### src/rtl/mips_seq_alu.sv
// Registered MIPS ALU with iterative multiply/divide into HI/LO.
// Single-cycle ops finish one edge after START; MULT/DIV hold BUSY while iterating.
module mips_seq_alu #(
    parameter int WIDTH = 32,
    parameter int SHW   = $clog2(WIDTH)
) (
    input  logic             CLK,
    input  logic             RST,
    input  logic             START,
    input  logic [5:0]       OPCODE,
    input  logic [WIDTH-1:0] RS_VAL,
    input  logic [WIDTH-1:0] RT_VAL,
    input  logic [SHW-1:0]   SHAMT,
    input  logic [5:0]       FUNC,
    input  logic [15:0]      RAW_VAL,
    output logic [WIDTH-1:0] RESULT,
    output logic             SIG_B,
    output logic             BUSY,
    output logic             DONE,
    output logic             DIV_ZERO
);

    localparam int LUI_SH   = (WIDTH >= 16) ? WIDTH - 16 : 0;
    localparam int LUI_DROP = (WIDTH >= 16) ? 0 : 16 - WIDTH;

    typedef enum logic [1:0] {S_IDLE, S_ITER, S_FIN} state_t;

    state_t             state_q, state_d;
    logic [WIDTH-1:0]   result_q, result_d;
    logic               sig_b_q, sig_b_d;
    logic               busy_q, busy_d;
    logic               done_q, done_d;
    logic               div_zero_q, div_zero_d;
    logic [WIDTH-1:0]   hi_q, hi_d;
    logic [WIDTH-1:0]   lo_q, lo_d;
    logic [WIDTH-1:0]   acc_hi_q, acc_hi_d;
    logic [WIDTH-1:0]   acc_lo_q, acc_lo_d;
    logic [WIDTH-1:0]   opb_q, opb_d;
    logic               is_div_q, is_div_d;
    logic               neg_q, neg_d;
    logic               rem_neg_q, rem_neg_d;
    logic [SHW-1:0]     cnt_q, cnt_d;

    logic [WIDTH-1:0]   sext, zext, lui_val;
    logic [WIDTH-1:0]   alu_res;
    logic               alu_sig_b;

    assign sext    = WIDTH'($signed(RAW_VAL));
    assign zext    = WIDTH'(RAW_VAL);
    assign lui_val = WIDTH'(RAW_VAL >> LUI_DROP) << LUI_SH;

    // Iterative op decode: FUNC 0110xx, bit 0 = unsigned, bit 1 = divide
    logic               is_iter_op, op_signed, op_div, div_by_zero;
    logic [WIDTH-1:0]   rs_abs, rt_abs;

    assign is_iter_op  = (OPCODE == 6'b000000) && (FUNC[5:2] == 4'b0110);
    assign op_signed   = ~FUNC[0];
    assign op_div      = FUNC[1];
    assign div_by_zero = op_div && (RT_VAL == '0);
    assign rs_abs      = (op_signed && RS_VAL[WIDTH-1]) ? -RS_VAL : RS_VAL;
    assign rt_abs      = (op_signed && RT_VAL[WIDTH-1]) ? -RT_VAL : RT_VAL;

    // One shared iteration step; the first step runs straight from the operands at START
    logic               in_idle;
    logic [WIDTH-1:0]   it_hi, it_lo, it_b;
    logic               it_div;
    logic [WIDTH:0]     mul_sum;
    logic [WIDTH:0]     div_shift;
    logic [WIDTH-1:0]   div_diff;
    logic               div_fits;
    logic [WIDTH-1:0]   nx_hi, nx_lo;

    assign in_idle   = (state_q == S_IDLE);
    assign it_hi     = in_idle ? '0 : acc_hi_q;
    assign it_lo     = in_idle ? (op_div ? rs_abs : rt_abs) : acc_lo_q;
    assign it_b      = in_idle ? (op_div ? rt_abs : rs_abs) : opb_q;
    assign it_div    = in_idle ? op_div : is_div_q;

    assign mul_sum   = {1'b0, it_hi} + (it_lo[0] ? {1'b0, it_b} : '0);
    assign div_shift = {it_hi, it_lo[WIDTH-1]};
    assign div_fits  = div_shift >= {1'b0, it_b};
    assign div_diff  = div_shift[WIDTH-1:0] - it_b;

    always_comb begin
        if (it_div) begin
            nx_hi = div_fits ? div_diff : div_shift[WIDTH-1:0];
            nx_lo = {it_lo[WIDTH-2:0], div_fits};
        end else begin
            {nx_hi, nx_lo} = {mul_sum, it_lo[WIDTH-1:1]};
        end
    end

    // Sign fix-up of the magnitude result
    logic [2*WIDTH-1:0] prod_fix;
    logic [WIDTH-1:0]   quo_fix, rem_fix, fin_hi, fin_lo;

    assign prod_fix = neg_q ? -{acc_hi_q, acc_lo_q} : {acc_hi_q, acc_lo_q};
    assign quo_fix  = neg_q ? -acc_lo_q : acc_lo_q;
    assign rem_fix  = rem_neg_q ? -acc_hi_q : acc_hi_q;
    assign fin_hi   = is_div_q ? rem_fix : prod_fix[2*WIDTH-1:WIDTH];
    assign fin_lo   = is_div_q ? quo_fix : prod_fix[WIDTH-1:0];

    always_comb begin
        alu_res   = '0;
        alu_sig_b = 1'b0;
        case (OPCODE)
            6'b000000: begin
                case (FUNC)
                    6'b100000, 6'b100001: alu_res = RS_VAL + RT_VAL;
                    6'b100010, 6'b100011: alu_res = RS_VAL - RT_VAL;
                    6'b100100: alu_res = RS_VAL & RT_VAL;
                    6'b100101: alu_res = RS_VAL | RT_VAL;
                    6'b100110: alu_res = RS_VAL ^ RT_VAL;
                    6'b100111: alu_res = ~(RS_VAL | RT_VAL);
                    6'b101010: alu_res = {{(WIDTH-1){1'b0}}, $signed(RS_VAL) < $signed(RT_VAL)};
                    6'b101011: alu_res = {{(WIDTH-1){1'b0}}, RS_VAL < RT_VAL};
                    6'b000000: alu_res = RT_VAL << SHAMT;
                    6'b000010: alu_res = RT_VAL >> SHAMT;
                    6'b000011: alu_res = $signed(RT_VAL) >>> SHAMT;
                    6'b000100: alu_res = RT_VAL << RS_VAL[SHW-1:0];
                    6'b000110: alu_res = RT_VAL >> RS_VAL[SHW-1:0];
                    6'b000111: alu_res = $signed(RT_VAL) >>> RS_VAL[SHW-1:0];
                    6'b010000: alu_res = hi_q;
                    6'b010010: alu_res = lo_q;
                    default:   alu_res = '0;
                endcase
            end
            6'b001000, 6'b001001: alu_res = RS_VAL + sext;
            6'b001010: alu_res = {{(WIDTH-1){1'b0}}, $signed(RS_VAL) < $signed(sext)};
            6'b001011: alu_res = {{(WIDTH-1){1'b0}}, RS_VAL < sext};
            6'b001100: alu_res = RS_VAL & zext;
            6'b001101: alu_res = RS_VAL | zext;
            6'b001110: alu_res = RS_VAL ^ zext;
            6'b001111: alu_res = lui_val;
            6'b100011, 6'b101011: alu_res = RS_VAL + sext;
            6'b000100: begin
                alu_res   = RS_VAL - RT_VAL;
                alu_sig_b = (RS_VAL == RT_VAL);
            end
            6'b000101: begin
                alu_res   = RS_VAL - RT_VAL;
                alu_sig_b = (RS_VAL != RT_VAL);
            end
            default: alu_res = '0;
        endcase
    end

    always_comb begin
        state_d    = state_q;
        result_d   = result_q;
        sig_b_d    = sig_b_q;
        busy_d     = busy_q;
        done_d     = 1'b0;
        div_zero_d = 1'b0;
        hi_d       = hi_q;
        lo_d       = lo_q;
        acc_hi_d   = acc_hi_q;
        acc_lo_d   = acc_lo_q;
        opb_d      = opb_q;
        is_div_d   = is_div_q;
        neg_d      = neg_q;
        rem_neg_d  = rem_neg_q;
        cnt_d      = cnt_q;
        case (state_q)
            S_IDLE: begin
                if (START) begin
                    if (is_iter_op && div_by_zero) begin
                        hi_d       = RS_VAL;
                        lo_d       = '1;
                        result_d   = '1;
                        sig_b_d    = 1'b0;
                        done_d     = 1'b1;
                        div_zero_d = 1'b1;
                    end else if (is_iter_op) begin
                        acc_hi_d  = nx_hi;
                        acc_lo_d  = nx_lo;
                        opb_d     = it_b;
                        is_div_d  = op_div;
                        neg_d     = op_signed && (RS_VAL[WIDTH-1] ^ RT_VAL[WIDTH-1]);
                        rem_neg_d = op_signed && RS_VAL[WIDTH-1];
                        cnt_d     = SHW'(1);
                        busy_d    = 1'b1;
                        state_d   = S_ITER;
                    end else begin
                        result_d = alu_res;
                        sig_b_d  = alu_sig_b;
                        done_d   = 1'b1;
                    end
                end
            end
            S_ITER: begin
                acc_hi_d = nx_hi;
                acc_lo_d = nx_lo;
                cnt_d    = cnt_q + SHW'(1);
                if (cnt_q == SHW'(WIDTH - 1)) begin
                    state_d = S_FIN;
                end
            end
            S_FIN: begin
                hi_d     = fin_hi;
                lo_d     = fin_lo;
                result_d = fin_lo;
                sig_b_d  = 1'b0;
                done_d   = 1'b1;
                busy_d   = 1'b0;
                state_d  = S_IDLE;
            end
            default: state_d = S_IDLE;
        endcase
    end

    always_ff @(posedge CLK) begin
        if (RST) begin
            state_q    <= S_IDLE;
            result_q   <= '0;
            sig_b_q    <= 1'b0;
            busy_q     <= 1'b0;
            done_q     <= 1'b0;
            div_zero_q <= 1'b0;
            hi_q       <= '0;
            lo_q       <= '0;
            acc_hi_q   <= '0;
            acc_lo_q   <= '0;
            opb_q      <= '0;
            is_div_q   <= 1'b0;
            neg_q      <= 1'b0;
            rem_neg_q  <= 1'b0;
            cnt_q      <= '0;
        end else begin
            state_q    <= state_d;
            result_q   <= result_d;
            sig_b_q    <= sig_b_d;
            busy_q     <= busy_d;
            done_q     <= done_d;
            div_zero_q <= div_zero_d;
            hi_q       <= hi_d;
            lo_q       <= lo_d;
            acc_hi_q   <= acc_hi_d;
            acc_lo_q   <= acc_lo_d;
            opb_q      <= opb_d;
            is_div_q   <= is_div_d;
            neg_q      <= neg_d;
            rem_neg_q  <= rem_neg_d;
            cnt_q      <= cnt_d;
        end
    end

    assign RESULT   = result_q;
    assign SIG_B    = sig_b_q;
    assign BUSY     = busy_q;
    assign DONE     = done_q;
    assign DIV_ZERO = div_zero_q;

endmodule

### config.mk
export PLATFORM = sky130hd
export DESIGN_NAME = mips_seq_alu
export DESIGN_NICKNAME = d
export VERILOG_FILES = /design/src/rtl/mips_seq_alu.sv
export SDC_FILE = /design/constraint.sdc
export NUM_CORES = 2
export LEC_CHECK = 0
export CAP_MARGIN = 20
export CORE_ASPECT_RATIO = 2
export CORE_UTILIZATION = 55
export CTS_CLUSTER_SIZE = 12
export DETAILED_ROUTE_END_ITERATION = 10
export PLACE_DENSITY = 0.73
export SLEW_MARGIN = 20
export SYNTH_ARGS = -nofsm -noshare
export SYNTH_HDL_FRONTEND = slang
export SYNTH_SLANG_ARGS = --single-unit
### constraint.sdc
create_clock -name CLK -period 7.2 [get_ports CLK]
set_clock_uncertainty 0.1 [all_clocks]
set_input_delay 1.44 -clock CLK [delete_from_list [all_inputs] [get_ports CLK]]
set_output_delay 1.44 -clock CLK [all_outputs]
set_load 0.01 [all_outputs]
==> results of run 1 <==
==> synthesized netlist by cell type (all sizes together) (17+ instances only) <==
master	count	area, sq um
a2111oi	19	191
a211oi	177	1340
a21o	55	413
a21oi	465	2340
a221o	18	180
a221oi	52	462
a22oi	95	713
a311oi	59	536
a31oi	46	288
and2	56	350
and3	25	156
buf	92	541
clkbuf	261	981
dfxtp	206	4120
ha	254	3180
inv	168	631
mux2	30	342
mux2i	179	1800
nand2	507	1930
nand2b	67	419
nand3	122	643
nand4	37	231
nor2	527	2000
nor2b	33	206
nor3	144	753
nor4	42	269
o211ai	56	420
o21a	38	285
o21ai	294	1510
o21bai	22	165
o22ai	37	231
o31ai	43	323
or2	17	106
or3	31	194
xnor2	174	1520
xor2	62	543
==> logic make-up after synthesis <==
| kind of cell | after synthesis | synth area share, % |
|---|---|---|
| fa+ha+maj | 259 | 9.93 |
| mux | 221 | 7.32 |
| xor+xnor | 236 | 6.26 |
| buf+inv | 529 | 6.61 |
| compound gates | 1672 | 33.8 |
| simple gates | 1667 | 23.6 |
| flops | 206 | 12.5 |
==> metal layers <==
| metal | global-route usage (%) | overflow |
|---|---|---|
| met1 | 82.7 | 25 |
| met5 | 13.7 | 0 |
| met2 | 112 | 1865 |
| met4 | 98.9 | 707 |
| met3 | 66.8 | 20 |
==> stage by stage <==
step / std cells / worst slack, ns
floorplan: 4790 / 0.978
global placement: 5758 / -0.150
detailed placement: 5758 / -0.230
CTS: 5790 / 0.308
==> impl_metrics.ini, run 1 <==
[run_status]
status = did not finish
haltStage = global routing
tool.error = [ERROR GRT-0116] Global routing finished with congestion. Check the congestion regions in the DRC Viewer.

[clock_tree]
clk_path_buf_depth = 3
cts_resized = 0
htreeDepth = 1
numCtsBuffers = 22
post_cts_buffers = 0
clockRootBuffer = clkbuf_16
cts_hold_buf = 0
cts.sinks = 206

[yosys]
ys_ff_latch = 206
synth_edf_count = 0
synth.cell_area_sq_um = 33000
syn_nets = 5149
async_flop_share_pct = 0
yosysSeqAreaShare_pct = 12.5
yosysWarnings = 0
syn_area_per_cell_sq_um = 6.89
ys_types = 111
synthCells = 4790
synth_top_flop_cell = dfxtp_1

[grt]
grt_pass1_wl_um = 413000
grt_start_max_net_pins = 65
grt_usage_pct = 87.7
overflow = 2617
grt_pass1_vias = 51395

[placement]
gp_congestion = 1.48
io_buffer_count = 135
hpwl_um = 174000
place_area_sq_um = 37100

[die]
num_io_pins = 136
die_w_um = 175
rows = 126
start_util_pct = 55.9
die_h_um = 349
==> run 2, diff against run 1 <==
--- a/config.mk
+++ b/config.mk
@@ -6,11 +6,9 @@
 export NUM_CORES = 2
 export LEC_CHECK = 0
 export CAP_MARGIN = 20
-export CORE_ASPECT_RATIO = 2
-export CORE_UTILIZATION = 55
-export CTS_CLUSTER_SIZE = 12
+export CORE_UTILIZATION = 40
 export DETAILED_ROUTE_END_ITERATION = 10
-export PLACE_DENSITY = 0.73
+export PLACE_DENSITY_LB_ADDON = 0.15
 export SLEW_MARGIN = 20
 export SYNTH_ARGS = -nofsm -noshare
 export SYNTH_HDL_FRONTEND = slang
==> run 2 against run 1 <==
Effect of this change:
- synthesized area unchanged
- synthesized cell count unchanged
- the run now ends clean
==> impl_metrics.ini, run 2 <==
[drt]
wl_um = 215000
drc = 0
vias = 41961
wire_per_inst_um = 35.2
ant_nets = 0
viasPerCell = 6.87
drt_iter0_drc = 6345
firstDrtPassIters = 7

[clock_tree]
cts_hold_buf = 0
clk_latency_ns = 0.63
cts_resized = 0
post_cts_buffers = 0
cts_tree = built
clk_pin_slew_ns = 0.06
cts.sinks = 206
htreeDepth = 1
numCtsBuffers = 29
clockRootBuffer = clkbuf_16
clk_path_buf_depth = 3

[pwr]
ir_worst_vdd_mv = 0.236
power.leakage_nw = 15.8
powerDensity_nw_per_um2 = 133

[grt]
overflow = 0
antenna_found_initial = 15
grt_start_max_net_pins = 83
grt_pass1_wl_um = 294000
grt_pass1_vias = 37775
grt_usage_pct = 49.4

[yosys]
yosys.area.top_type_share_pct = 12.5
ys_ff_latch = 206
syn_area_per_cell_sq_um = 6.89
synthCells = 4790
async_flop_share_pct = 0
synth_edf_count = 0
synth_top_flop_cell = dfxtp_1
synth.cell_area_sq_um = 33000
synth_area_leaders = dfxtp_1, ha_1, a21oi_1, nor2_1, nand2_1
yosysWarnings = 0
yosysSeqAreaShare_pct = 12.5
ys_top_cells_by_count = nor2_1, nand2_1, a21oi_1
syn_nets = 5149
synth_area_leader_cell = dfxtp_1
synth.most_common_cell = nor2_1
ys_types = 111

[placement]
gp_congestion = 1.14
io_buffer_count = 135
pre_cts_slack_ns = 0.0921
hpwl_um = 172000

[worst_setup_path]
endpoint_kind = flop
cp-start-kind = input pin
path_max_fanout = 11
rr_startpoint = state_q[0]
required_ns = 7.61
cp-startpoint = FUNC[0]
crit_type = in2reg
critPathArrivalTime_ns = 7.35

[hold_path]
hp-class = reg2reg
worstHoldStart = opb_q[30]

[run_status]
status = finished clean

[sta]
worst_slew_pin_slew_ns = 1.34
period_share_pct = 96.5
period_needed_ns = 6.95
fmax_ghz = 0.144
setup_ws_ns = 0.254
finalHoldViolations = 0
setup_tns_ns = 0
setup_viol = 0
relSlewSlack_pct = 10.7
rsz0062_at_grt = no
drv_slew = 0

[cells_and_area]
fillerInstances = 8564
layout_common_cells = nor2_1, nand2_1, a21oi_1
final_layout_size_suffix_gt1_share_pct = 12.1
layout_commonest_cell = nor2_1
synthToLayoutAreaGrowth_pct = 16.7
fin_nets = 5366

[die]
core-area_sq_um = 81800
die_w_um = 289
rows = 105
start_util_pct = 40.3
num_io_pins = 136
die_h_um = 289
dieArea_sq_um = 83700

[run]
maxCapViolCount = 0
[run 2: cell counts after synthesis]
No cell type changed its count.
[run 2: per-layer routing]
layer	routed length, um	GRT usage (%)
met1	82200	61.6
met2	86300	70.8
met3	25700	14.0
met4	20400	38.8
met5	286	0.625
[run 2: worst paths after layout]
check | slack, ns | depth (start not counted) | to
worst max-delay path | 0.25 | 18 | acc_hi_q[30]
worst min-delay path | 0.35 | 2 | opb_q[30]
worst max register to register | 1.99 | 19 | acc_hi_q[30]
worst min register to register | 0.35 | 2 | opb_q[30]
[run 2: final cells by class]
class,count,area [sq um],area share (%)
clock inverter,14,251,0.653
inverter,176,661,1.71
antenna,10,25.0,0.0649
multi-input combinational,4055,26800,69.6
tap,1070,1340,3.47
sequential,206,4130,10.7
clock buffer,38,840,2.18
timing repair buffer,539,4480,11.6
[run 2: stage by stage]
step	power [mW]	std cells	hold WS (ns)	cell area (sq um)	util (%)
floorplan	2.37	4790	0.331	33000	-
global placement	3.31	6046	0.337	37400	45.7
detailed placement	3.30	6046	0.342	37400	45.7
CTS	5.01	6098	0.350	38500	47.0
global route	5.22	6102	0.365	38500	47.1
finish	5.12	6108	0.349	38500	47.1
[run 2: power by group]
group | internal (mW) | total (mW) | switching, mW
combinational | 0.745 | 2.24 | 1.50
sequential | 1.15 | 1.15 | 0.00681
clock | 1.03 | 1.72 | 0.690
total | 2.93 | 5.12 | 2.19
[run 2: cell families (layout without fill, tap and decap cells)]
group,after synthesis,in the layout,share of synthesized area (%)
adder cells (fa/ha/maj),259,259,9.93
AO/OA/AOI/OAI,1672,1672,33.8
multiplexers,221,221,7.32
flip-flops,206,206,12.5
buffers and inverters,529,767,6.61
other,0,10,0
AND/OR/NAND/NOR,1667,1667,23.6
XOR/XNOR,236,236,6.26
[run 2: worst max-delay path, stage by stage]
cell and delay, ns:
clkdlybuf4s50_1 0.44, inv_1 0.36, nand2_1 0.52, a31oi_1 0.57
xnor2_1 0.45, a211oi_1 0.22, a21oi_1 0.36, ha_1 0.37
a21oi_1 0.17, nor2b_1 0.07, or3_1 0.40, a21bo_2 0.24
a2111oi_0 0.60, a21oi_1 0.21, a31oi_1 0.27, o21ai_0 0.14
xor2_1 0.18, a211o_1 0.30
Power figures use the tool's default switching activity.
